<file path="src/rtl/sme_pkg.sv">
// Shared definitions for the string-match engine.
//   CH_*     : byte values with special meaning in text or pattern ROMs
//   state_t  : top-level FSM state encoding
//   fold()   : maps A-Z to a-z when ci is set, any other byte passes through
package sme_pkg;

  localparam logic [7:0] CH_NUL    = 8'h00;
  localparam logic [7:0] CH_SP     = 8'h20;
  localparam logic [7:0] CH_DOT    = 8'h2E;
  localparam logic [7:0] CH_CARET  = 8'h5E;
  localparam logic [7:0] CH_DOLLAR = 8'h24;

  typedef enum logic [2:0] {
    IDLE,
    LOAD,
    PRE,
    CMP,
    POST,
    EMIT,
    DONE
  } state_t;

  function automatic logic [7:0] fold(input logic [7:0] b, input logic ci);
    return (ci && (b >= 8'h41) && (b <= 8'h5A)) ? (b | 8'h20) : b;
  endfunction

endpackage

</file>
<file path="src/rtl/sme_char_cmp.sv">
// Single-byte comparator for the match engine.
//   t  : text byte
//   p  : pattern byte (never NUL)
//   ci : fold A-Z to a-z on both sides before comparing
//   eq : 1 when p matches t; '.' matches any byte except NUL
module sme_char_cmp
  import sme_pkg::*;
(
  input  logic [7:0] t,
  input  logic [7:0] p,
  input  logic       ci,
  output logic       eq
);

  assign eq = (p == CH_DOT) ? (t != CH_NUL) : (fold(t, ci) == fold(p, ci));

endmodule

</file>
<file path="src/rtl/sme_multi_engine.sv">
// Multi-pattern string-match engine. Scans a NUL-terminated text ROM for every
// pattern of a pattern ROM and reports each hit over a valid/ready handshake.
//   clk, reset        : clock, asynchronous active-high reset
//   case_insensitive  : latched once after reset release
//   T_addr / T_data   : text ROM, data arrives the cycle after the address
//   P_addr / P_data   : pattern ROM, same latency
//   pattern_no        : 0-based index of the matching pattern
//   match_addr        : text address of the first matched character
//   valid / out_ready : result handshake, result held until accepted
//   finish            : sticky, every pattern scanned and every result taken
//
// state | meaning
// IDLE  | latch case_insensitive, start at pattern 0
// LOAD  | read one pattern into the buffer, find anchors and length
// PRE   | pick next start s; for '^' check that text[s-1] is a space
// CMP   | compare text[s+k] with pat[k], one byte per fetch
// POST  | for '$' check that text[s+len] is NUL or space
// EMIT  | present result, wait for acceptance
// DONE  | all patterns processed, finish raised
//
// Every ROM read uses ph: the address is issued with ph=1, ph=2 is the cycle
// in which the synchronous ROM output is valid and consumed.
module sme_multi_engine
  import sme_pkg::*;
#(
  parameter int TW       = 12,
  parameter int PW       = 7,
  parameter int MAX_PAT  = 16,
  parameter int MAX_PLEN = 16
) (
  input  logic                       clk,
  input  logic                       reset,
  input  logic                       case_insensitive,
  output logic [TW-1:0]              T_addr,
  input  logic [7:0]                 T_data,
  output logic [PW-1:0]              P_addr,
  input  logic [7:0]                 P_data,
  output logic [$clog2(MAX_PAT)-1:0] pattern_no,
  output logic [TW-1:0]              match_addr,
  output logic                       valid,
  input  logic                       out_ready,
  output logic                       finish
);

  localparam int NW = $clog2(MAX_PAT);
  localparam int KW = $clog2(MAX_PLEN);
  localparam int LW = $clog2(MAX_PLEN + 1);
  localparam int NL = $clog2(MAX_PLEN + 2);

  state_t        state;
  logic [1:0]    ph;
  logic          ci_r;
  logic [TW:0]   s;            // extra bit marks running off the end of the ROM
  logic [LW-1:0] k;
  logic [LW-1:0] plen;
  logic [NL-1:0] n;            // chars seen, saturates at MAX_PLEN+1
  logic [NW-1:0] pat_idx;
  logic          first;
  logic          last_dollar;
  logic          anc_caret;
  logic          anc_dollar;
  logic          t_over;       // current text fetch is past the last address
  logic [7:0]    pbuf [MAX_PLEN];

  logic [7:0]    t_byte;
  logic          eq;
  logic [NL-1:0] n_cur, n_inc, n_sub;
  logic [LW-1:0] len_calc;
  logic [TW:0]   a_nxt;
  logic [TW-1:0] s_m1;
  logic          buf_we;
  logic          list_end;
  logic          exhaust;

  sme_char_cmp u_cmp (
    .t  (t_byte),
    .p  (pbuf[k[KW-1:0]]),
    .ci (ci_r),
    .eq (eq)
  );

  assign t_byte   = t_over ? CH_NUL : T_data;
  assign n_cur    = first ? '0 : n;
  assign n_inc    = (n_cur == NL'(MAX_PLEN + 1)) ? n_cur : n_cur + NL'(1);
  // a trailing '$' was counted as a char while loading; drop it here
  assign n_sub    = last_dollar ? n - NL'(1) : n;
  assign len_calc = (n_sub > NL'(MAX_PLEN)) ? LW'(MAX_PLEN) : LW'(n_sub);
  assign a_nxt    = s + (TW+1)'(k) + (TW+1)'(1);
  assign s_m1     = s[TW-1:0] - TW'(1);
  assign list_end = (pat_idx == NW'(MAX_PAT - 1)) || (P_addr == {PW{1'b1}});
  assign buf_we   = (state == LOAD) && (ph == 2'd2) && (P_data != CH_NUL) &&
                    !(first && (P_data == CH_CARET)) && (n_cur < NL'(MAX_PLEN));

  // Current pattern is finished: text ran out, or pattern has no matchable chars.
  always_comb begin
    exhaust = 1'b0;
    case (state)
      LOAD:    exhaust = (ph == 2'd2) && (P_data == CH_NUL) && !first && (len_calc == '0);
      PRE:     exhaust = ((ph == 2'd0) && s[TW]) || ((ph == 2'd2) && (t_byte == CH_NUL));
      CMP:     exhaust = (ph == 2'd2) && (k == '0) && (t_byte == CH_NUL);
      default: exhaust = 1'b0;
    endcase
  end

  always_ff @(posedge clk) begin
    if (buf_we) pbuf[n_cur[KW-1:0]] <= P_data;
  end

  always_ff @(posedge clk or posedge reset) begin
    if (reset) begin
      state       <= IDLE;
      ph          <= 2'd0;
      ci_r        <= 1'b0;
      s           <= '0;
      k           <= '0;
      plen        <= '0;
      n           <= '0;
      pat_idx     <= '0;
      first       <= 1'b0;
      last_dollar <= 1'b0;
      anc_caret   <= 1'b0;
      anc_dollar  <= 1'b0;
      t_over      <= 1'b0;
      T_addr      <= '0;
      P_addr      <= '0;
      pattern_no  <= '0;
      match_addr  <= '0;
      valid       <= 1'b0;
      finish      <= 1'b0;
    end else if (exhaust) begin
      if (list_end) begin
        state  <= DONE;
        finish <= 1'b1;
      end else begin
        state   <= LOAD;
        ph      <= 2'd1;
        first   <= 1'b1;
        P_addr  <= P_addr + PW'(1);
        pat_idx <= pat_idx + NW'(1);
      end
    end else begin
      case (state)
        IDLE: begin
          ci_r  <= case_insensitive;
          state <= LOAD;
          ph    <= 2'd1;
          first <= 1'b1;
        end

        LOAD: begin
          if (ph != 2'd2) begin
            ph <= 2'd2;
          end else if (P_data == CH_NUL) begin
            if (first) begin
              // empty pattern terminates the list
              state  <= DONE;
              finish <= 1'b1;
            end else begin
              anc_dollar <= last_dollar;
              plen       <= len_calc;
              s          <= '0;
              state      <= PRE;
              ph         <= 2'd0;
            end
          end else begin
            first <= 1'b0;
            if (first) anc_caret <= (P_data == CH_CARET);
            if (first && (P_data == CH_CARET)) begin
              n           <= '0;
              last_dollar <= 1'b0;
            end else begin
              n           <= n_inc;
              last_dollar <= (P_data == CH_DOLLAR);
            end
            if (P_addr == {PW{1'b1}}) begin
              // unterminated pattern at the top of the ROM: stop
              state  <= DONE;
              finish <= 1'b1;
            end else begin
              P_addr <= P_addr + PW'(1);
              ph     <= 2'd1;
            end
          end
        end

        PRE: begin
          if (ph == 2'd0) begin
            t_over <= 1'b0;
            if (anc_caret && (s != '0)) begin
              T_addr <= s_m1;
              ph     <= 2'd1;
            end else begin
              T_addr <= s[TW-1:0];
              k      <= '0;
              state  <= CMP;
              ph     <= 2'd1;
            end
          end else if (ph == 2'd1) begin
            ph <= 2'd2;
          end else if (t_byte != CH_SP) begin
            s  <= s + (TW+1)'(1);
            ph <= 2'd0;
          end else begin
            T_addr <= s[TW-1:0];
            t_over <= 1'b0;
            k      <= '0;
            state  <= CMP;
            ph     <= 2'd1;
          end
        end

        CMP: begin
          if (ph == 2'd1) begin
            ph <= 2'd2;
          end else if (!eq) begin
            s     <= s + (TW+1)'(1);
            state <= PRE;
            ph    <= 2'd0;
          end else begin
            // next fetch is text[s+k+1]; after the last char that is the '$' probe
            T_addr <= a_nxt[TW-1:0];
            t_over <= a_nxt[TW];
            ph     <= 2'd1;
            k      <= k + LW'(1);
            if (k == plen - LW'(1)) begin
              if (anc_dollar) begin
                state <= POST;
              end else begin
                state      <= EMIT;
                valid      <= 1'b1;
                pattern_no <= pat_idx;
                match_addr <= s[TW-1:0];
              end
            end
          end
        end

        POST: begin
          if (ph == 2'd1) begin
            ph <= 2'd2;
          end else if ((t_byte == CH_NUL) || (t_byte == CH_SP)) begin
            state      <= EMIT;
            valid      <= 1'b1;
            pattern_no <= pat_idx;
            match_addr <= s[TW-1:0];
          end else begin
            s     <= s + (TW+1)'(1);
            state <= PRE;
            ph    <= 2'd0;
          end
        end

        EMIT: begin
          if (out_ready) begin
            valid <= 1'b0;
            s     <= s + (TW+1)'(1);
            state <= PRE;
            ph    <= 2'd0;
          end
        end

        DONE: begin
          finish <= 1'b1;
        end

        default: begin
          state <= IDLE;
        end
      endcase
    end
  end

endmodule
</file>
<file path="config.mk">
export PLATFORM = sky130hd
export DESIGN_NAME = sme_multi_engine
export DESIGN_NICKNAME = d
export VERILOG_FILES = /design/src/rtl/sme_pkg.sv /design/src/rtl/sme_char_cmp.sv /design/src/rtl/sme_multi_engine.sv
export SDC_FILE = /design/constraint.sdc
export NUM_CORES = 1
export LEC_CHECK = 0
export BUFFER_PORTS_ARGS = -buffer_cell sky130_fd_sc_hd__buf_2
export CAP_MARGIN = 15
export CORE_MARGIN = 4
export CORE_UTILIZATION = 56
export CTS_CLUSTER_DIAMETER = 80
export DETAILED_ROUTE_END_ITERATION = 7
export GPL_TIMING_DRIVEN = 0
export HOLD_SLACK_MARGIN = 0.03
export PLACE_DENSITY = 0.88
export RECOVER_POWER = 50
export SLEW_MARGIN = 25
export SYNTH_ARGS = -nofsm -noshare
export SYNTH_HDL_FRONTEND = slang
export SYNTH_SLANG_ARGS = --single-unit
</file>
<file path="constraint.sdc">
create_clock -name clk -period 4.3 [get_ports clk]
set_input_delay 0.86 -clock clk [delete_from_list [all_inputs] [get_ports clk]]
set_output_delay 0.86 -clock clk [all_outputs]
set_load 0.01 [all_outputs]
</file>
**Yosys cells after proc, flatten, opt, wreduce, memory -nomap -nowiden**

Memories as Yosys holds them, arrays and structs flattened.
Cells that the tools add are included.

- Bitwise operators: 5
- $lt $le $gt $ge: 6
- $add $sub $neg: 10
- Equal/unequal tests: 57
- Muxes and demuxes: 118
- Reductions and logical operators: 54

Operator list:

| kind | count |
|---|---|
| two-way mux 12 bit | 12 |
| two-way mux 13 bit | 11 |
| one-hot mux 13 bit (5 select lines) | 1 |
| two-way mux 5 bit | 11 |
| two-way mux 3 bit | 16 |
| one-hot mux 12 bit (2 select lines) | 2 |
| two-way mux 7 bit | 6 |
| inequality test 2 bit (second input constant) | 21 |
| two-way mux 1 bit | 29 |
| adder 13 x 1 -> 13 bit (second input constant) | 2 |
| == test 8 x 6 -> 1 bit (second input constant) | 3 |
| two-way mux 2 bit | 12 |
| two-way mux 4 bit | 6 |
| inequality test 3 bit (second input constant) | 8 |
| inequality test 4 bit (second input constant) | 6 |
| one-hot mux 3 bit (7 select lines) | 1 |
| AND reduction 5 bit | 4 |
| logical AND 1 bit | 17 |
| >= comparator 8 x 7 -> 1 bit (second input constant) | 2 |
| less-or-equal comparator 8 x 7 -> 1 bit (second input constant) | 2 |
| logical NOT 8 bit | 2 |
| nonzero test 8 bit | 2 |
| adder 13 x 5 -> 13 bit | 1 |
| AND reduction 13 bit | 1 |
| 48 further kinds | 72 |

- Memories: 1
- Logic and storage cells: 270
- Input bits: 20
- Output and inout bits: 37
- Memory bits (writable): 128
- Bits in registers: 80

Memories:

| memory | depth | bits a word | rd ports | clocked after memory_dff | write ports | RTL line | text |
|---|---|---|---|---|---|---|---|
| pbuf | 16 | 8 | 1 | 0 | 1 | sme_multi_engine.sv:63 | `logic [7:0] pbuf [MAX_PLEN];` |

**Depth between registers and ports, before layout**

- Depth after elaboration: 11
- Gate-level depth with buffers: 15
- Depth with buffers taken out: 13

**Hierarchy**

From an unflattened synthesis, not the netlist that was laid out.

- Cell total of the unflattened synthesis: 801
- Area total of the unflattened synthesis: 10232.3 sq um

By module, submodules not included:

| module | times used | cells each | area each (sq um) | sequential area each (sq um) |
|---|---|---|---|---|
| sme_multi_engine | 1 | 770 | 10020.9 | 5845.6 |
| sme_char_cmp | 1 | 31 | 211.5 | 0.0 |

**Least setup slack after synthesis**

No wires, ideal clock.

- Path kind: reg-to-reg
- From: register k[1]
- To: register match_addr[0]
- Library setup time: 0.125 ns
- Period minus slack after synthesis: 4.129 ns
- Arrival time: 4.004 ns
- Required time: 4.175 ns
- Slack: 0.171 ns
- Stages on the path, launching flop included: 14
- Path through: dfrtp_1 -> buf_2 -> buf_2 -> mux4_2 -> mux2_2 -> o221ai_2 -> a21oi_1 -> a211oi_1 -> mux2_2 -> or4b_4 -> a2111oi_4 -> o21ai_2 -> buf_6 -> mux2_4

- Longest elaborated chain between the ends: 9

RTL lines:

| element | RTL line | text |
|---|---|---|
| from (decl) | sme_multi_engine.sv:54 | `logic [LW-1:0] k;` |
| from (signal assigned) | sme_multi_engine.sv:224 | `k <= k + LW'(1);` |
| memory (16 x 8 bit) | n/a |  |
| >= comparator 8 x 7 -> 1 bit | sme_pkg.sv:24 | `return (ci && (b >= 8'h41) && (b <= 8'h5A)) ? (b \| 8'h20) : b;` |
| logical AND 1 bit (2 in series) | sme_pkg.sv:24 |  |
| two-way mux 6 bit | sme_pkg.sv:24 |  |
| == test 8 bit | sme_char_cmp.sv:15 | `assign eq = (p == CH_DOT) ? (t != CH_NUL) : (fold(t, ci) == fold(p, ci));` |
| two-way mux 1 bit | sme_char_cmp.sv:15 |  |
| inequality test 2 bit (no source line) | n/a |  |
| AND reduction 8 bit (no source line) * | n/a |  |
| to (signal assigned) | sme_multi_engine.sv:232 | `match_addr <= s[TW-1:0];` |
| to (signal assigned) | sme_multi_engine.sv:245 | `match_addr <= s[TW-1:0];` |
| to (decl) | sme_multi_engine.sv:39 | `output logic [TW-1:0] match_addr,` |

Mark *: on every way between the ends. The rest lies on a longest branch, timed or not.
A chain may end at the register's enable or synchronous reset.

**Final worst setup path**

- From: register k[3]
- To: register T_addr[2]

- Longest elaborated chain between the ends: 9

RTL lines:

| element | RTL line | text |
|---|---|---|
| memory (16 x 8 bit) | n/a |  |
| >= comparator 8 x 7 -> 1 bit | sme_pkg.sv:24 |  |
| logical AND 1 bit (2 in series) | sme_pkg.sv:24 |  |
| two-way mux 6 bit | sme_pkg.sv:24 |  |
| == test 8 bit | sme_char_cmp.sv:15 |  |
| two-way mux 1 bit | sme_char_cmp.sv:15 |  |
| inequality test 2 bit (no source line) | n/a |  |
| AND reduction 6 bit (no source line) * | n/a |  |
| to (signal assigned) | sme_multi_engine.sv:190 | `T_addr <= s_m1;` |
| to (signal assigned) | sme_multi_engine.sv:193 | `T_addr <= s[TW-1:0];` |
| to (signal assigned) | sme_multi_engine.sv:204 | `T_addr <= s[TW-1:0];` |
| to (decl) | sme_multi_engine.sv:34 | `output logic [TW-1:0] T_addr,` |

Marked as above.

==> impl_metrics.tcl <==
set metrics [dict create \
    status "finished with violations" \
    violations "max-capacitance violations, max-slew violations, negative setup slack" \
    drive_gt1_share_pct 21.6 \
    synth_area_leaders "edfxtp_1, dfrtp_1, mux4_2, mux2_2, nor2_1" \
    fmax_ghz 0.232 \
    drc_errors 0 \
    finalPower_uw 6060 \
    post-route-min-period_ns 4.31 \
    cp.arrival_ns 4.69 \
    vias 7970 \
    start_util_pct 57.8 \
    vias_per_cell 6.61 \
    syn-num-nets 904 \
    final_max_slew_viol_count 53 \
    ys_warn_count 0 \
    synth_ff_type "edfxtp_1" \
    port_buffers 56 \
    ir_drop_mv 0.262 \
    dr.pass1.iters 6 \
    synth_top_area_share_pct 36.4 \
    cts_made_buffers 21 \
    critPathMaxFanout 10 \
    die_area_um2 21100 \
    p_sw_share_pct 34.1 \
    drt_iter0_drc 1135 \
    clock_power_share_pct 29.4 \
    path_class "reg -> reg" \
    cp.required_ns 4.68 \
    hold_viol 0 \
    switching_power_uw 2070 \
    power.density_nw_per_um2 499 \
    leakagePower_uw 0.00468 \
    cp-end-kind "flop" \
    die_y_um 145 \
    r2r_cells 13 \
    syn_to_final_growth_pct 15.0 \
    worst_slew_pin_slew_ns 2.34 \
    setup_tns_ns -0.0488 \
    yosys-top-cells-count "edfxtp_1, nor2_1, dfrtp_1" \
    hold_start "finish" \
    synth_largest_area_cell "edfxtp_1" \
    synth-edff-count 128 \
    wl_per_cell_um 23.5 \
    seq_power_share_pct 40.0 \
    clk-insertion-delay-late_ns 0.51 \
    critical_path.startpoint_type "flop" \
    synth_area_um2 10600 \
    ant_nets 0 \
    fillers 1210 \
    finalNetCount 1006 \
    r2r-end "T_addr[2]" \
    grt_max_degree 53 \
    htree_levels 1 \
    p_int_uw 4000 \
    grtUsageTotal_pct 25.4 \
    drv_cap 1 \
    die_w_um 145 \
    r2r-start "k[3]" \
    post-route-period-util_pct 100 \
    overflow 0 \
    synth_most_common_cell "edfxtp_1" \
    grt_pass1_vias 7578 \
    min_to "finish" \
    comb_power_share_pct 30.6 \
    num_rows 49 \
    insertedDiodeCount 0 \
    syn_inst 861 \
    place_congestion 0.931 \
    syn_avg_cell_area_um2 12.3 \
    timing.reg2reg.setup_slack_ns -0.01 \
    cts_buffer_depth 3 \
    slew_headroom_pct -56.3 \
    ys_async_sr_fraction_pct 38.5 \
    coreArea_um2 18300 \
    grt_pass1_wl_um 42900 \
    cts_tree "done" \
    clk_pin_slew_ns 0.06 \
    hp-class "reg -> reg" \
    finalWorstSetupSlack_ns -0.0137 \
    setup_viol 7 \
    clock_skew_ns 0.0137 \
    grt_antenna_before_repair 0 \
    hpwl_um 17800 \
    min_path_cells 1 \
    clockRootBuffer "clkbuf_16" \
    drt-total-wl_um 28300 \
    ys_ff_latch 208 \
    synth-seq-area-share_pct 55.3 \
    io_pins 57 \
    cts.sinks 208 \
    synthDistinctLibCells 75 \
]
final cells by class:
cell class / count / area, um2 / area share (%)
clock inverter: 6 / 58.8 / 0.484
buffer: 42 / 284 / 2.34
sequential: 208 / 5850 / 48.2
timing repair buffer: 79 / 450 / 3.71
tap: 229 / 287 / 2.36
inverter: 31 / 118 / 0.969
clock buffer: 30 / 599 / 4.94
multi-input combinational: 580 / 4500 / 37.1
kinds of logic (layout without fill, tap and decap cells):
kind of cell,Yosys count,after routing,share of synthesized area [%]
AO/OA/AOI/OAI,154,154,10.4
multiplexers,88,88,12.6
flip-flops,208,208,55.3
adder cells (fa/ha/maj),23,23,2.80
buffers and inverters,73,188,2.91
XOR/XNOR,37,37,3.07
AND/OR/NAND/NOR,278,278,12.9
per-layer routing:
metal	track usage [%]	vias up	share of wire (%)
met4	7.64	0	3.8
met3	4.76	97	10
met1	34.9	3878	38
li1	-	3453	-
met2	41.6	542	48
met5	0	-	0
cells in the final DEF (no fill, tap or decap), drive strengths merged, types with 10 or more instances in the layout:
| cell | instances |
|---|---|
| nand3 | 26 |
| buf | 67 |
| mux4 | 28 |
| nor2 | 85 |
| nand4 | 13 |
| nor4 | 10 |
| ha | 22 |
| mux2 | 49 |
| xnor2 | 23 |
| nand2 | 69 |
| mux2i | 11 |
| inv | 30 |
| xor2 | 14 |
| edfxtp | 128 |
| nor3 | 14 |
| a21oi | 23 |
| dfrtp | 80 |
| or3 | 14 |
| clkbuf | 83 |
| o21ai | 38 |
power groups by stage:
stage	clock network (uW)	registers, uW	logic, uW
3_3_place_gp	0	2450	1710
3_5_place_dp	0	2460	1760
6_report	1780	2430	1850
4_1_cts	1780	2420	1800
5_1_grt	1880	2440	2010
2_1_floorplan	0	2460	1250
registers in the layout, indices dropped and copies added, names as in the netlist, 2 cells and up:
register,count
pattern_no,4
k,5
match_addr,12
state,3
s,13
n,5
T_addr,12
P_addr,7
ph,2
pat_idx,4
plen,5
pbuf,128
worst max-delay path by stage:
stage,startpoint,to,slack (ns),depth (start not counted)
global placement,k[1],s[3],-0.47,13
finish,k[3],T_addr[2],-0.01,13
global route,k[3],pattern_no[2],-0.07,13
floorplan,k[1],match_addr[0],0.17,13
detailed placement,k[1],s[3],-0.45,13
CTS,k[0],match_addr[8],0.001,13
what timing repair did:
item,in CTS,in global routing
gates resized for setup,17,32
pin swaps,2,5
gates cloned,0,1
hold buffers,0,0
buffers inserted,3,18
setup endpoints to repair,50,38
through the flow:
stage	util [%]	hold WS, ns	instances	setup WS, ns	area [um2]
2_1_floorplan	-	0.467	861	0.171	10600
3_3_place_gp	60.9	0.450	1146	-0.472	11100
3_5_place_dp	61.1	0.447	1147	-0.445	11200
4_1_cts	65.3	0.363	1186	0.000962	11900
5_1_grt	66.5	0.503	1205	-0.0711	12100
6_report	66.5	0.453	1205	-0.0137	12100
critical path, stage by stage, from the launching register on:
cell,delay [ns]
dfrtp_1,0.40
clkbuf_4,0.22
buf_4,0.22
nor2b_2,0.34
a22o_1,0.28
nor2_4,0.09
buf_4,0.14
or4b_1,0.50
a32o_2,0.28
or4b_4,0.59
a21oi_2,0.39
o21ai_2,0.17
buf_2,0.24
mux2_2,0.30
No activity file was read; power rests on OpenSTA's default activity.
